<file path="config.mk">
export PLATFORM = sky130hd
export DESIGN_NAME = pipe_ctrl_sequencer_flat
export DESIGN_NICKNAME = d
export VERILOG_FILES = /design/src/rtl/pipe_ctrl_sequencer_if.sv /design/src/rtl/pipe_ctrl_sequencer.sv /design/src/flat_wrapper.sv
export SDC_FILE = /design/constraint.sdc
export NUM_CORES = 1
export LEC_CHECK = 0
export ABC_CLOCK_PERIOD_IN_PS = 1900
export CAP_MARGIN = 20
export CORE_ASPECT_RATIO = 1.1
export CORE_MARGIN = 2
export CORE_UTILIZATION = 35
export DETAILED_ROUTE_END_ITERATION = 8
export PLACE_DENSITY = 0.68
export SLEW_MARGIN = 20
export SYNTH_ARGS = -nofsm -noshare
export SYNTH_HDL_FRONTEND = slang
export SYNTH_SLANG_ARGS = --single-unit
</file>
<file path="constraint.sdc">
create_clock -name clk -period 1.9 [get_ports clk]
set_clock_uncertainty 0.05 [all_clocks]
set_input_delay 0.285 -clock clk [delete_from_list [all_inputs] [get_ports clk]]
set_output_delay 0.285 -clock clk [all_outputs]
set_load 0.01 [all_outputs]
</file>
<file path="src/rtl/pipe_ctrl_sequencer_if.sv">
// Control/status bundle between the datapath and the pipeline control sequencer.
interface pipe_ctrl_sequencer_if;
  logic        start;
  logic [3:0]  if_opcode;
  logic [3:0]  id_opcode;
  logic [3:0]  ex_opcode;
  logic [3:0]  wb_opcode;
  logic        rs_less_zero;
  logic        pc_rst_n;
  logic        pc_inc;
  logic        pc_load;
  logic        pc_sel;
  logic        ir_wr;
  logic        rf_wr;
  logic        rf_wr_sel;
  logic        dmem_wr;
  logic        busy;
  logic        halted;
  logic [15:0] retired;

  // Datapath / stimulus side
  modport master (
    output start, if_opcode, id_opcode, ex_opcode, wb_opcode, rs_less_zero,
    input  pc_rst_n, pc_inc, pc_load, pc_sel, ir_wr, rf_wr, rf_wr_sel,
           dmem_wr, busy, halted, retired
  );

  // Sequencer side
  modport slave (
    input  start, if_opcode, id_opcode, ex_opcode, wb_opcode, rs_less_zero,
    output pc_rst_n, pc_inc, pc_load, pc_sel, ir_wr, rf_wr, rf_wr_sel,
           dmem_wr, busy, halted, retired
  );
endinterface

</file>
<file path="src/rtl/pipe_ctrl_sequencer.sv">
// Control sequencer for the 4-stage IF/ID/EX/WB core: per-stage valid
// tracking, branch/jump squashing, run/halt/drain sequencing, retire count.
module pipe_ctrl_sequencer (
  input  logic                  clk,
  input  logic                  rst_n,
  pipe_ctrl_sequencer_if.slave  bus
);
  localparam int STAGES = 3;
  localparam int S_IF = 0, S_ID = 1, S_EX = 2, S_WB = 3;

  localparam logic [3:0] OP_LD   = 4'h8;
  localparam logic [3:0] OP_ST   = 4'h9;
  localparam logic [3:0] OP_BLZ  = 4'hA;
  localparam logic [3:0] OP_JAL  = 4'hB;
  localparam logic [3:0] OP_HALT = 4'hF;

  typedef enum logic [1:0] {IDLE, RUN, DRAIN, DONE} state_t;

  state_t            state, state_nxt;
  logic [STAGES:0]   vld_pipe, vld_nxt;
  logic              brt;
  logic              drain_cnt, drain_cnt_nxt;
  logic [15:0]       retired;

  logic jal_ex, blz_tk, halt_id, ex_wr_op, ex_st_op, wb_counts;
  logic pc_rst_n, pc_inc, pc_load, pc_sel, ir_wr, rf_wr, rf_wr_sel, dmem_wr, busy, halted;

  // A JAL in EX redirects and wins over anything younger in ID.
  assign jal_ex    = vld_pipe[S_EX] && (bus.ex_opcode == OP_JAL);
  assign blz_tk    = vld_pipe[S_ID] && (bus.id_opcode == OP_BLZ) && brt && !jal_ex;
  assign halt_id   = vld_pipe[S_ID] && (bus.id_opcode == OP_HALT) && !jal_ex;
  assign ex_wr_op  = (bus.ex_opcode <= OP_LD) || (bus.ex_opcode == OP_JAL);
  assign ex_st_op  = (bus.ex_opcode == OP_ST);
  assign wb_counts = vld_pipe[S_WB] && !(bus.wb_opcode inside {4'hC, 4'hD, 4'hE});

  // Next state, next valid bits and all strobes.
  always_comb begin
    state_nxt     = state;
    vld_nxt       = '0;
    drain_cnt_nxt = drain_cnt;
    pc_rst_n      = 1'b0;
    pc_inc        = 1'b0;
    pc_load       = 1'b0;
    pc_sel        = 1'b0;
    ir_wr         = 1'b0;
    rf_wr         = 1'b0;
    rf_wr_sel     = 1'b0;
    dmem_wr       = 1'b0;
    busy          = 1'b0;
    halted        = 1'b0;
    case (state)
      IDLE: begin
        if (bus.start) begin
          state_nxt     = RUN;
          vld_nxt[S_IF] = 1'b1;  // instruction at PC 0 is fetched in the first RUN cycle
        end
      end
      RUN: begin
        pc_rst_n = 1'b1;
        ir_wr    = 1'b1;
        busy     = 1'b1;
        rf_wr    = vld_pipe[S_EX] && ex_wr_op;
        dmem_wr  = vld_pipe[S_EX] && ex_st_op;
        if (jal_ex) begin
          pc_load   = 1'b1;
          pc_sel    = 1'b1;
          rf_wr_sel = 1'b1;
        end else if (blz_tk) begin
          pc_load = 1'b1;
        end
        pc_inc        = !pc_load;
        vld_nxt[S_WB] = vld_pipe[S_EX];
        vld_nxt[S_EX] = vld_pipe[S_ID] && !jal_ex && !halt_id;
        vld_nxt[S_ID] = vld_pipe[S_IF] && !jal_ex && !blz_tk && !halt_id;
        vld_nxt[S_IF] = !halt_id;
        if (halt_id) begin
          state_nxt     = DRAIN;
          drain_cnt_nxt = 1'b0;
        end
      end
      DRAIN: begin
        pc_rst_n      = 1'b1;
        busy          = 1'b1;
        rf_wr         = vld_pipe[S_EX] && ex_wr_op;
        dmem_wr       = vld_pipe[S_EX] && ex_st_op;
        vld_nxt[S_WB] = vld_pipe[S_EX];
        vld_nxt[S_EX] = vld_pipe[S_ID];
        if (drain_cnt) state_nxt = DONE;
        else           drain_cnt_nxt = 1'b1;
      end
      DONE: begin
        pc_rst_n = 1'b1;
        halted   = 1'b1;
        if (bus.start) state_nxt = IDLE;
      end
      default: state_nxt = IDLE;
    endcase
  end

  // State, valid pipe, branch flag and retire counter.
  always_ff @(posedge clk or negedge rst_n) begin
    if (!rst_n) begin
      state     <= IDLE;
      vld_pipe  <= '0;
      brt       <= 1'b0;
      drain_cnt <= 1'b0;
      retired   <= '0;
    end else begin
      state     <= state_nxt;
      vld_pipe  <= vld_nxt;
      brt       <= bus.rs_less_zero;
      drain_cnt <= drain_cnt_nxt;
      if (wb_counts) retired <= retired + 16'd1;
    end
  end

  assign bus.pc_rst_n  = pc_rst_n;
  assign bus.pc_inc    = pc_inc;
  assign bus.pc_load   = pc_load;
  assign bus.pc_sel    = pc_sel;
  assign bus.ir_wr     = ir_wr;
  assign bus.rf_wr     = rf_wr;
  assign bus.rf_wr_sel = rf_wr_sel;
  assign bus.dmem_wr   = dmem_wr;
  assign bus.busy      = busy;
  assign bus.halted    = halted;
  assign bus.retired   = retired;
endmodule
</file>
<file path="src/flat_wrapper.sv">
// flat-port wrapper written by rule: the top's interface ports become plain ports
module pipe_ctrl_sequencer_flat 
  (clk, rst_n, bus_start, bus_if_opcode, bus_id_opcode, bus_ex_opcode, bus_wb_opcode, bus_rs_less_zero, bus_pc_rst_n, bus_pc_inc, bus_pc_load, bus_pc_sel, bus_ir_wr, bus_rf_wr, bus_rf_wr_sel, bus_dmem_wr, bus_busy, bus_halted, bus_retired);
  pipe_ctrl_sequencer_if bus_i ();
  input  logic clk;
  input  logic rst_n;
  input wire logic [$bits(bus_i.start)-1:0] bus_start;
  input wire logic [$bits(bus_i.if_opcode)-1:0] bus_if_opcode;
  input wire logic [$bits(bus_i.id_opcode)-1:0] bus_id_opcode;
  input wire logic [$bits(bus_i.ex_opcode)-1:0] bus_ex_opcode;
  input wire logic [$bits(bus_i.wb_opcode)-1:0] bus_wb_opcode;
  input wire logic [$bits(bus_i.rs_less_zero)-1:0] bus_rs_less_zero;
  output wire logic [$bits(bus_i.pc_rst_n)-1:0] bus_pc_rst_n;
  output wire logic [$bits(bus_i.pc_inc)-1:0] bus_pc_inc;
  output wire logic [$bits(bus_i.pc_load)-1:0] bus_pc_load;
  output wire logic [$bits(bus_i.pc_sel)-1:0] bus_pc_sel;
  output wire logic [$bits(bus_i.ir_wr)-1:0] bus_ir_wr;
  output wire logic [$bits(bus_i.rf_wr)-1:0] bus_rf_wr;
  output wire logic [$bits(bus_i.rf_wr_sel)-1:0] bus_rf_wr_sel;
  output wire logic [$bits(bus_i.dmem_wr)-1:0] bus_dmem_wr;
  output wire logic [$bits(bus_i.busy)-1:0] bus_busy;
  output wire logic [$bits(bus_i.halted)-1:0] bus_halted;
  output wire logic [$bits(bus_i.retired)-1:0] bus_retired;
  assign bus_i.start = bus_start;
  assign bus_i.if_opcode = bus_if_opcode;
  assign bus_i.id_opcode = bus_id_opcode;
  assign bus_i.ex_opcode = bus_ex_opcode;
  assign bus_i.wb_opcode = bus_wb_opcode;
  assign bus_i.rs_less_zero = bus_rs_less_zero;
  assign bus_pc_rst_n = bus_i.pc_rst_n;
  assign bus_pc_inc = bus_i.pc_inc;
  assign bus_pc_load = bus_i.pc_load;
  assign bus_pc_sel = bus_i.pc_sel;
  assign bus_ir_wr = bus_i.ir_wr;
  assign bus_rf_wr = bus_i.rf_wr;
  assign bus_rf_wr_sel = bus_i.rf_wr_sel;
  assign bus_dmem_wr = bus_i.dmem_wr;
  assign bus_busy = bus_i.busy;
  assign bus_halted = bus_i.halted;
  assign bus_retired = bus_i.retired;
  pipe_ctrl_sequencer u_core (.clk(clk), .rst_n(rst_n), .bus(bus_i));
endmodule
</file>
==> results of run 1 <==
==> power by group through the flow <==
stage          clock (W)  combinational (W)  sequential (W)
2_1_floorplan          0           0.000434        0.000721
3_3_place_gp           0           0.000969        0.000709
3_5_place_dp           0            0.00100        0.000713
4_1_cts         0.000383            0.00100        0.000704
5_1_grt         0.000404            0.00107        0.000726
6_report        0.000372           0.000988        0.000708
==> flip-flops by register name, summed over array words and instances, names as in the netlist <==
register	cells
u_core.state	2
u_core.vld_pipe	4
u_core.brt	1
u_core.bus.retired	16
u_core.drain_cnt	1
==> logic make-up (layout without fill, tap and decap cells) <==
kind of cell    after synthesis  count (layout)  synth area share, %
xor+xnor                     16              16                 11.0
simple gates                 50              50                 22.7
fa+ha+maj                     5               5                 4.93
buf+inv                       7              68                 2.36
compound gates               14              14                 10.0
flops                        24              24                 47.3
mux                           2               2                 1.67
==> routing by layer <==
layer	up-vias	track usage (%)
met5	-	0
met4	0	3.99
met3	2	2.87
met2	35	32.3
met1	525	15.5
li1	527	-
==> through the flow <==
stage | total power, W | hold slack (ps) | utilization [%] | setup slack, ps | cell area [sq um]
finish | 0.00207 | 260 | 55.8 | 67.2 | 1900
global route | 0.00220 | 277 | 55.8 | 2.31 | 1900
CTS | 0.00209 | 272 | 55.7 | 8.72 | 1900
detailed placement | 0.00172 | 423 | 54.5 | -310 | 1860
global placement | 0.00168 | 412 | 54.5 | -299 | 1860
floorplan | 0.00116 | -60.6 | - | 203 | 1270
==> final cells by class <==
type / count / area share, %
timing repair buffer: 58 / 26.4
multi-input combinational: 87 / 35.0
inverter: 6 / 1.18
clock inverter: 1 / 1.58
clock buffer: 3 / 1.18
sequential: 24 / 31.5
tap: 48 / 3.15
==> layout by cell type, fill, tap and decap left out, drive strengths merged, types with 2 or more instances in the layout <==
master	n
dlygate4sd2	4
o22ai	2
clkbuf	4
nand4	5
and2	2
inv	6
dfrtp	24
and3	4
a21oi	3
nand3	5
nor3	5
clkdlybuf4s50	31
nor2	13
xor2	8
a31oi	2
a21o	2
xnor2	8
ha	5
nand2	13
buf	22
==> worst max-delay path: stages (launching register included) <==
cell and delay [ps]:
dfrtp_1 430, buf_4 140, ha_2 190, buf_4 140
dlygate4sd2_1 280
==> timing repair <==
item                                    in CTS  in global routing
gates cloned                                 0                  0
endpoints found under the setup margin      10                  6
resized for setup                           29                  5
hold buffers                                 0                  0
==> path summary, 6_finish.rpt <==
| path | from | end | cells after the start | slack, ps |
|---|---|---|---|---|
| max in group asynchronous | rst_n | u_core.bus.retired[9] | 2 | 1280 |
| min in group clk | bus_rs_less_zero | u_core.brt | 1 | 350 |
| setup / recovery | u_core.state[0] | bus_ir_wr | 4 | 70 |
| hold / removal | rst_n | u_core.bus.retired[11] | 2 | 260 |
| setup reg to reg | u_core.state[0] | u_core.state[1] | 7 | 170 |
| hold reg to reg | u_core.bus.retired[15] | u_core.bus.retired[15] | 1 | 430 |
==> flow_summary.toml, run 1 <==
[run_status]
status = "finished, final reports clean"

[clock_network]
cts_setup_buffers = 0
cts.clk_slew.worst_paths_ps = 150
clockBufferDepth = 2
cts_tree = "built"
numCtsBuffers = 3
clock-sinks = 24
cts_max_level = 1
clk_latency_ps = 320
cts.root.buffer_cell = "clkbuf_4"

[grt]
antenna_found_initial = 0
grt_overflow = 0
grt_pass1_vias = 1129
grt_pass1_wl_um = 4820
grt_max_degree = 25
track_usage_pct = 15.7

[sta]
period_share_pct = 96.5
slew_headroom_pct = 77.3
tightestPinTransition_ps = 340
drv_slew = 0
fin_crit_ps = 1830
hold_viol_final = 0
fmax_mhz = 546
tns_ps = 0
rsz0062_at_grt = "false"
setup_viol = 0

[critical_path]
crit_path_end_kind = "output pin"
critPathLaunchType = "flop"
worstPathArrival_ps = 1500
cp_max_fo = 3
critical_path_required_ps = 1560
crit_type = "flop to output pin"

[layout]
syn_to_final_growth_pct = 50.0
fill_cells = 345
fin_cells = 227
seqCellArea_sq_um = 601
final_nets = 205
multi_input_area_sq_um = 666
num_antenna_cells = 0
drive_gt1_share_pct = 24.6

[die]
ios = 46
fp.dieArea_sq_um = 4130
die_w_um = 61.4
num_rows = 22
fp.dieH_um = 67.2
initial_core_util_pct = 37.2
core_sq_um = 3410

[logic_synthesis]
syn-cell-area_sq_um = 1270
yosysMostFrequentCell = "dfrtp_1"
yosys_warnings = 0
async_reset_ff_share_pct = 100
yosysUniqueCellTypes = 32
synthTopCellsByArea = "dfrtp_1 (47%), xnor2_1 (5.5%), xor2_1 (5.5%)"
ys_ff_latch = 24
syn-instance-count = 118
synth_common_cells = "dfrtp_1 (24), nand2_1 (13), nor2_1 (13)"
syn_nets = 143
avgSynthCellArea_sq_um = 10.8
netlist.area_leader.share_pct = 47.3
synth-edff-count = 0
synth_ff_type = "dfrtp_1"
seq_area_frac_synth_pct = 47.3
yosys.area.top_type = "dfrtp_1"

[pwr]
p_clk_share_pct = 18.0
swShare_pct = 33.8
p_per_area_nw_per_um2 = 1090
p_seq_share_pct = 34.2
comb_power_share_pct = 47.8
vdd_ir_drop_max_mv = 0.772
leakage_nw = 0.831
p_sw_w = 0.000700
p_int_w = 0.00137

[detailed_routing]
wire_per_inst_um = 13.0
highest_layer = "met4"
drt_wl_total_um = 2950
ant_nets = 0
vias_per_cell = 4.80
wl_met1_um = 1170
wl_met2_um = 1610
drc = 0
drtPass1Iterations = 4
vias = 1089
met3_length_um = 160
drtIter0Drc = 17

[place]
gp_congestion = 0.788
dpl.cell_count = 223
dp_hpwl_um = 2340
io_buffers = 41

[run]
cap_violations = 0

[hold_path]
hold_class = "input port to asynchronous set/reset pin"
Power figures use the tool's default switching activity.
==> run 2, diff against run 1 <==
--- a/config.mk
+++ b/config.mk
@@ -12,6 +12,7 @@
 export CORE_UTILIZATION = 35
 export DETAILED_ROUTE_END_ITERATION = 8
 export PLACE_DENSITY = 0.68
+export SETUP_SLACK_MARGIN = 0.02
 export SLEW_MARGIN = 20
 export SYNTH_ARGS = -nofsm -noshare
 export SYNTH_HDL_FRONTEND = slang
==> run 2 against run 1 <==
Net effect:
- combinational power hardly changed
- wire length is 0.14% higher
- worst setup slack better by 27 ps
- core utilization is 0.29 points higher
- largest cell class unchanged
- highest routed layer unchanged
- sequential share of layout area is 0.16 points lower
==> flow_summary.toml, run 2 (synthesis results as in run 1) <==
[clock_network]
cts.root.buffer_cell = "clkbuf_4"
clock-sinks = 24
numCtsBuffers = 3
ctsHoldBuffers = 0
cts_setup_buffers = 0
clockBufferDepth = 2
clk_latency_ps = 320
cts.clk_slew.worst_paths_ps = 150
cts_max_level = 1
cts_tree = "built"

[die]
die_w_um = 61.4
ios = 46
core_sq_um = 3410
fp.dieArea_sq_um = 4130
initial_core_util_pct = 37.2
fp.dieH_um = 67.2
num_rows = 22

[layout]
largest-register = "u_core.bus.retired"
top_regs = "u_core.bus.retired: 16 flops, u_core.vld_pipe: 4 flops, u_core.state: 2 flops"
num_antenna_cells = 0
largest_register_ffs = 16
drive_gt1_share_pct = 24.6
final_nets = 205
fill_cells = 346
layout_commonest_cell = "clkdlybuf4s50_1"
layout_common_cells = "clkdlybuf4s50_1 (31), dfrtp_1 (24), buf_4 (17)"
fin_cells = 227
syn_to_final_growth_pct = 50.7

[sta]
slew_headroom_pct = 77.2
fin_crit_ps = 1810
fin_ws_ps = 94.2
fmax_mhz = 554
setup_viol = 0
hold_viol_final = 0
tightestPinTransition_ps = 340
period_share_pct = 95.0
drv_slew = 0
rsz0062_at_grt = "true"

[detailed_routing]
ant_nets = 0
vias = 1096
drc = 0
wire_per_inst_um = 13.0
vias_per_cell = 4.83
drt_wl_total_um = 2950
drtIter0Drc = 20
drtPass1Iterations = 4

[grt]
grt_max_degree = 25
antenna_found_initial = 0
grt_pass1_vias = 1132
track_usage_pct = 15.8
grt_pass1_wl_um = 4840
grt_overflow = 0

[place]
dp_hpwl_um = 2340
preCtsSetupSlack_ps = -310
gp_congestion = 0.788
io_buffers = 41
dpl.cell_count = 223

[critical_path]
critPathSlowestCell = "dfrtp_1"
path_common_cell = "buf_4"
crit_type = "flop to output pin"
critPathLaunchType = "flop"
path_cells = "buf_4 > ha_4 > buf_4 > dlygate4sd2_1"
cp_max_fo = 3
critical_path_required_ps = 1560
crit_path_end_kind = "output pin"
cp_slowest_stage_delay_ps = 430
worstPathArrival_ps = 1470

[pwr]
leakage_nw = 0.833
power_w = 0.00208
p_per_area_nw_per_um2 = 1090
vdd_ir_drop_max_mv = 0.770

[run_status]
status = "finished, final reports clean"

[run]
cap_violations = 0

[hold_path]
hold_class = "input port to asynchronous set/reset pin"
## run 2: cell types whose count changed in the layout (fill, tap and decap cells not counted)
cell	change
ha_2	-1
ha_4	+1
## run 2: area by class of cell
class | count | area, sq um | share of cell area, %
multi-input combinational | 87 | 676 | 35.3
tap | 48 | 60.1 | 3.14
clock buffer | 3 | 22.5 | 1.18
timing repair buffer | 58 | 503 | 26.3
sequential | 24 | 601 | 31.4
inverter | 6 | 22.5 | 1.18
clock inverter | 1 | 30.0 | 1.57
## run 2: report_power, final
part,internal (W),switching (W),total (W)
clock,0.000213,0.000157,0.000371
combinational,0.000551,0.000453,0.00100
sequential,0.000612,0.0000954,0.000708
total,0.00138,0.000706,0.00208
## run 2: metal layers
| metal | vias up | global-route usage, % | share of wire, % |
|---|---|---|---|
| li1 | 527 | - | - |
| met1 | 536 | 15.6 | 40 |
| met2 | 31 | 32.3 | 55 |
| met3 | 2 | 2.87 | 5.1 |
| met4 | 0 | 3.99 | 0.44 |
| met5 | - | 0 | 0 |
## run 2: timing repair
item                                    4_1_cts  5_1_grt
endpoints found under the setup margin       10        8
pin swaps                                     1        1
gates resized for setup                      30        5
## run 2: final timing paths
check,from,to,slack (ps),cells after the start
worst max-delay path,u_core.state[0],bus_ir_wr,90,4
worst min-delay path,rst_n,u_core.bus.retired[11],260,2
worst max register to register,u_core.state[0],u_core.state[1],190,7
worst min register to register,u_core.bus.retired[15],u_core.bus.retired[15],430,1
max in group asynchronous,rst_n,u_core.bus.retired[9],1280,2
min in group clk,bus_rs_less_zero,u_core.brt,350,1
## run 2: stage by stage
stage	util (%)	cell area (sq um)	TNS [ps]	hold WS (ps)
2_1_floorplan	-	1270	0	-60.6
3_3_place_gp	54.5	1860	-1270	412
3_5_place_dp	54.5	1860	-1320	423
4_1_cts	55.8	1900	0	272
5_1_grt	56.1	1910	0	277
6_report	56.1	1910	0	263
## run 2: critical path, delay by kind of cell (launching register included)
kind / cells / cell delay, ps
buf+inv: 3 / 570
flops: 1 / 430
fa+ha+maj: 1 / 160
==> run 3, diff against run 2 <==
--- a/config.mk
+++ b/config.mk
@@ -5,14 +5,14 @@
 export SDC_FILE = /design/constraint.sdc
 export NUM_CORES = 1
 export LEC_CHECK = 0
+export ABC_AREA = 1
 export ABC_CLOCK_PERIOD_IN_PS = 1900
 export CAP_MARGIN = 20
 export CORE_ASPECT_RATIO = 1.1
 export CORE_MARGIN = 2
 export CORE_UTILIZATION = 35
 export DETAILED_ROUTE_END_ITERATION = 8
-export PLACE_DENSITY = 0.68
-export SETUP_SLACK_MARGIN = 0.02
+export PLACE_DENSITY = 0.67
 export SLEW_MARGIN = 20
 export SYNTH_ARGS = -nofsm -noshare
 export SYNTH_HDL_FRONTEND = slang
==> run 3 against run 2 <==
Net effect:
- via count grew 21%
- fmax shrank 1.7%
- hold slack better by 64 ps
- combinational power is 11% lower
- register-to-register slack improved by 220 ps
- total power down 6.8%
- worst setup slack worse by 31 ps
- sequential share of layout area fell by 2.2 points
- core utilization shrank 3.8 points
- design area rose by 7.5%
- largest power group unchanged
==> flow_summary.toml, run 3 <==
[sta]
fmax_mhz = 544
tightestPinTransition_ps = 350
tns_ps = 0
hold_viol_final = 0
slew_headroom_pct = 76.7
fin_crit_ps = 1840
period_share_pct = 96.7
rsz0062_at_grt = "true"
drv_slew = 0
setup_viol = 0
fin_ws_ps = 63.0

[pwr]
swShare_pct = 36.0
p_per_area_nw_per_um2 = 944
p_seq_share_pct = 36.2
p_sw_w = 0.000698
p_clk_share_pct = 18.0
comb_power_share_pct = 45.8
power_w = 0.00194
leakage_nw = 0.959
p_int_w = 0.00124
vdd_ir_drop_max_mv = 0.633

[detailed_routing]
vias_per_cell = 4.47
drtIter0Drc = 40
vias = 1322
ant_nets = 0
wire_per_inst_um = 10.3
drc = 0
drt_wl_total_um = 3050
drtPass1Iterations = 4

[layout]
largest-register = "u_core.bus.retired"
fill_cells = 387
design_area_sq_um = 2060
syn_to_final_growth_pct = 45.1
fin_cells = 296
num_antenna_cells = 0
layout_commonest_cell = "nand2_1"
final_nets = 270
layout_common_cells = "nand2_1 (63), clkdlybuf4s50_1 (32), dfrtp_1 (24)"
largest_register_ffs = 16
top_regs = "u_core.bus.retired: 16 flops, u_core.vld_pipe: 4 flops, u_core.state: 2 flops"
drive_gt1_share_pct = 18.9

[grt]
grt_max_degree = 25
grt_pass1_wl_um = 5310
track_usage_pct = 14.5
grt_overflow = 0
antenna_found_initial = 0
grt_pass1_vias = 1253

[hold_path]
hold_class = "input port to asynchronous set/reset pin"

[critical_path]
critPathLaunchType = "input port"
crit_path_end_kind = "output pin"
worstPathArrival_ps = 1500
critical_path_required_ps = 1560
rr_worst_depth = 8
cp_max_fo = 2
crit_type = "input port to output pin"

[clock_network]
cts_max_level = 1
cts.clk_slew.worst_paths_ps = 90
ctsHoldBuffers = 0
cts_tree = "built"
clockBufferDepth = 2
cts.root.buffer_cell = "clkbuf_8"
clock-sinks = 24
numCtsBuffers = 3
clk_latency_ps = 260

[logic_synthesis]
avgSynthCellArea_sq_um = 7.62
yosys.area.top_type = "dfrtp_1"
syn-instance-count = 186
seq_area_frac_synth_pct = 42.4
yosys_warnings = 0
syn_nets = 211
synth-edff-count = 0
syn-cell-area_sq_um = 1420
yosysMostFrequentCell = "nand2_1"
async_reset_ff_share_pct = 100
netlist.area_leader.share_pct = 42.4
synth_ff_type = "dfrtp_1"
ys_ff_latch = 24
synth_common_cells = "nand2_1 (65), dfrtp_1 (24), inv_1 (20)"
synthTopCellsByArea = "dfrtp_1 (42%), nand2_1 (17%), inv_1 (5.3%)"
yosysUniqueCellTypes = 23

[place]
dp_hpwl_um = 2380
dpl.cell_count = 292
io_buffers = 41
placed_area_sq_um = 1990
gp_congestion = 0.765
preCtsSetupSlack_ps = -336

[die]
fp.dieArea_sq_um = 4580
num_rows = 24
ios = 46
fp.dieH_um = 70.8
initial_core_util_pct = 36.0
die_w_um = 64.7
core_sq_um = 3930

[run]
cap_violations = 0

[run_status]
status = "finished, final reports clean"
[run 3: cell count changes after synthesis, moves of 3 or more]
cell,previous run,this run
nor2_2,0,3
nand2_1,13,65
xnor2_1,8,5
inv_1,6,20
nand3_1,5,8
nand2_2,0,6
nor2_4,0,4
and3_1,4,0
o21ai_0,1,6
nor2_1,13,18
xor2_1,8,4
[run 3: logic make-up (layout without fill, tap and decap cells)]
kind of cell               Yosys count  count (layout)  synth area share [%]
adders and majority gates            5               5                  4.41
buffers and inverters               24              82                  6.88
and+or+nand+nor                    112             112                  36.1
DFF                                 24              24                  42.4
xor gates and xnor gates             9               9                  5.56
AOI/OAI and AO/OA                   12              12                  4.68
[run 3: worst max-delay path, stage by stage]
cell	delay, ps
clkdlybuf4s50_1	490
nand2_2	90
nor2_4	90
nand2_1	80
o21ai_2	80
inv_1	80
nor2_1	80
clkdlybuf4s15_2	220
[run 3: final timing paths]
check                                 startpoint                     end  slack, ps
setup / recovery                bus_ex_opcode[3]             bus_pc_load         60
hold / removal                             rst_n   u_core.bus.retired[4]        330
setup reg to reg           u_core.bus.retired[0]  u_core.bus.retired[14]        410
hold reg to reg               u_core.vld_pipe[0]      u_core.vld_pipe[1]        440
max in group asynchronous                  rst_n  u_core.bus.retired[13]       1240
min in group clk                bus_rs_less_zero              u_core.brt        420
[run 3: layout make-up]
cell class / instances / area (sq um) / area share [%]
Clock buffer: 4 / 55.1 / 2.68
Inverter: 22 / 82.6 / 4.01
Multi-Input combinational cell: 138 / 744 / 36.2
Sequential cell: 24 / 601 / 29.2
Tap cell: 52 / 65.1 / 3.16
Timing Repair Buffer: 56 / 509 / 24.8
[run 3: routing by layer]
layer | vias up | share of wire (%) | GRT usage, %
met2 | 37 | 48 | 24.4
met5 | - | 0 | 0
met3 | 2 | 5.1 | 2.23
met1 | 593 | 46 | 19.3
met4 | 0 | 0.62 | 4.26
li1 | 690 | - | -
[run 3: per-stage QoR]
stage | hold WS [ps] | util (%)
floorplan | -60.6 | -
global placement | 415 | 50.6
detailed placement | 435 | 50.6
CTS | 337 | 52.0
global route | 351 | 52.3
finish | 327 | 52.3
[run 3: power by group through the flow]
stage | combinational [W] | clock (W) | sequential, W
6_report | 0.000888 | 0.000350 | 0.000703
3_5_place_dp | 0.000925 | 0 | 0.000712
5_1_grt | 0.00100 | 0.000379 | 0.000722
2_1_floorplan | 0.000414 | 0 | 0.000726
4_1_cts | 0.000910 | 0.000360 | 0.000703
3_3_place_gp | 0.000915 | 0 | 0.000713
[run 3: repair_timing]
item	in CTS	in global routing
resized for setup	17	13
endpoints found under the hold margin	0	0
setup endpoints to repair	8	7
setup buffers	0	0
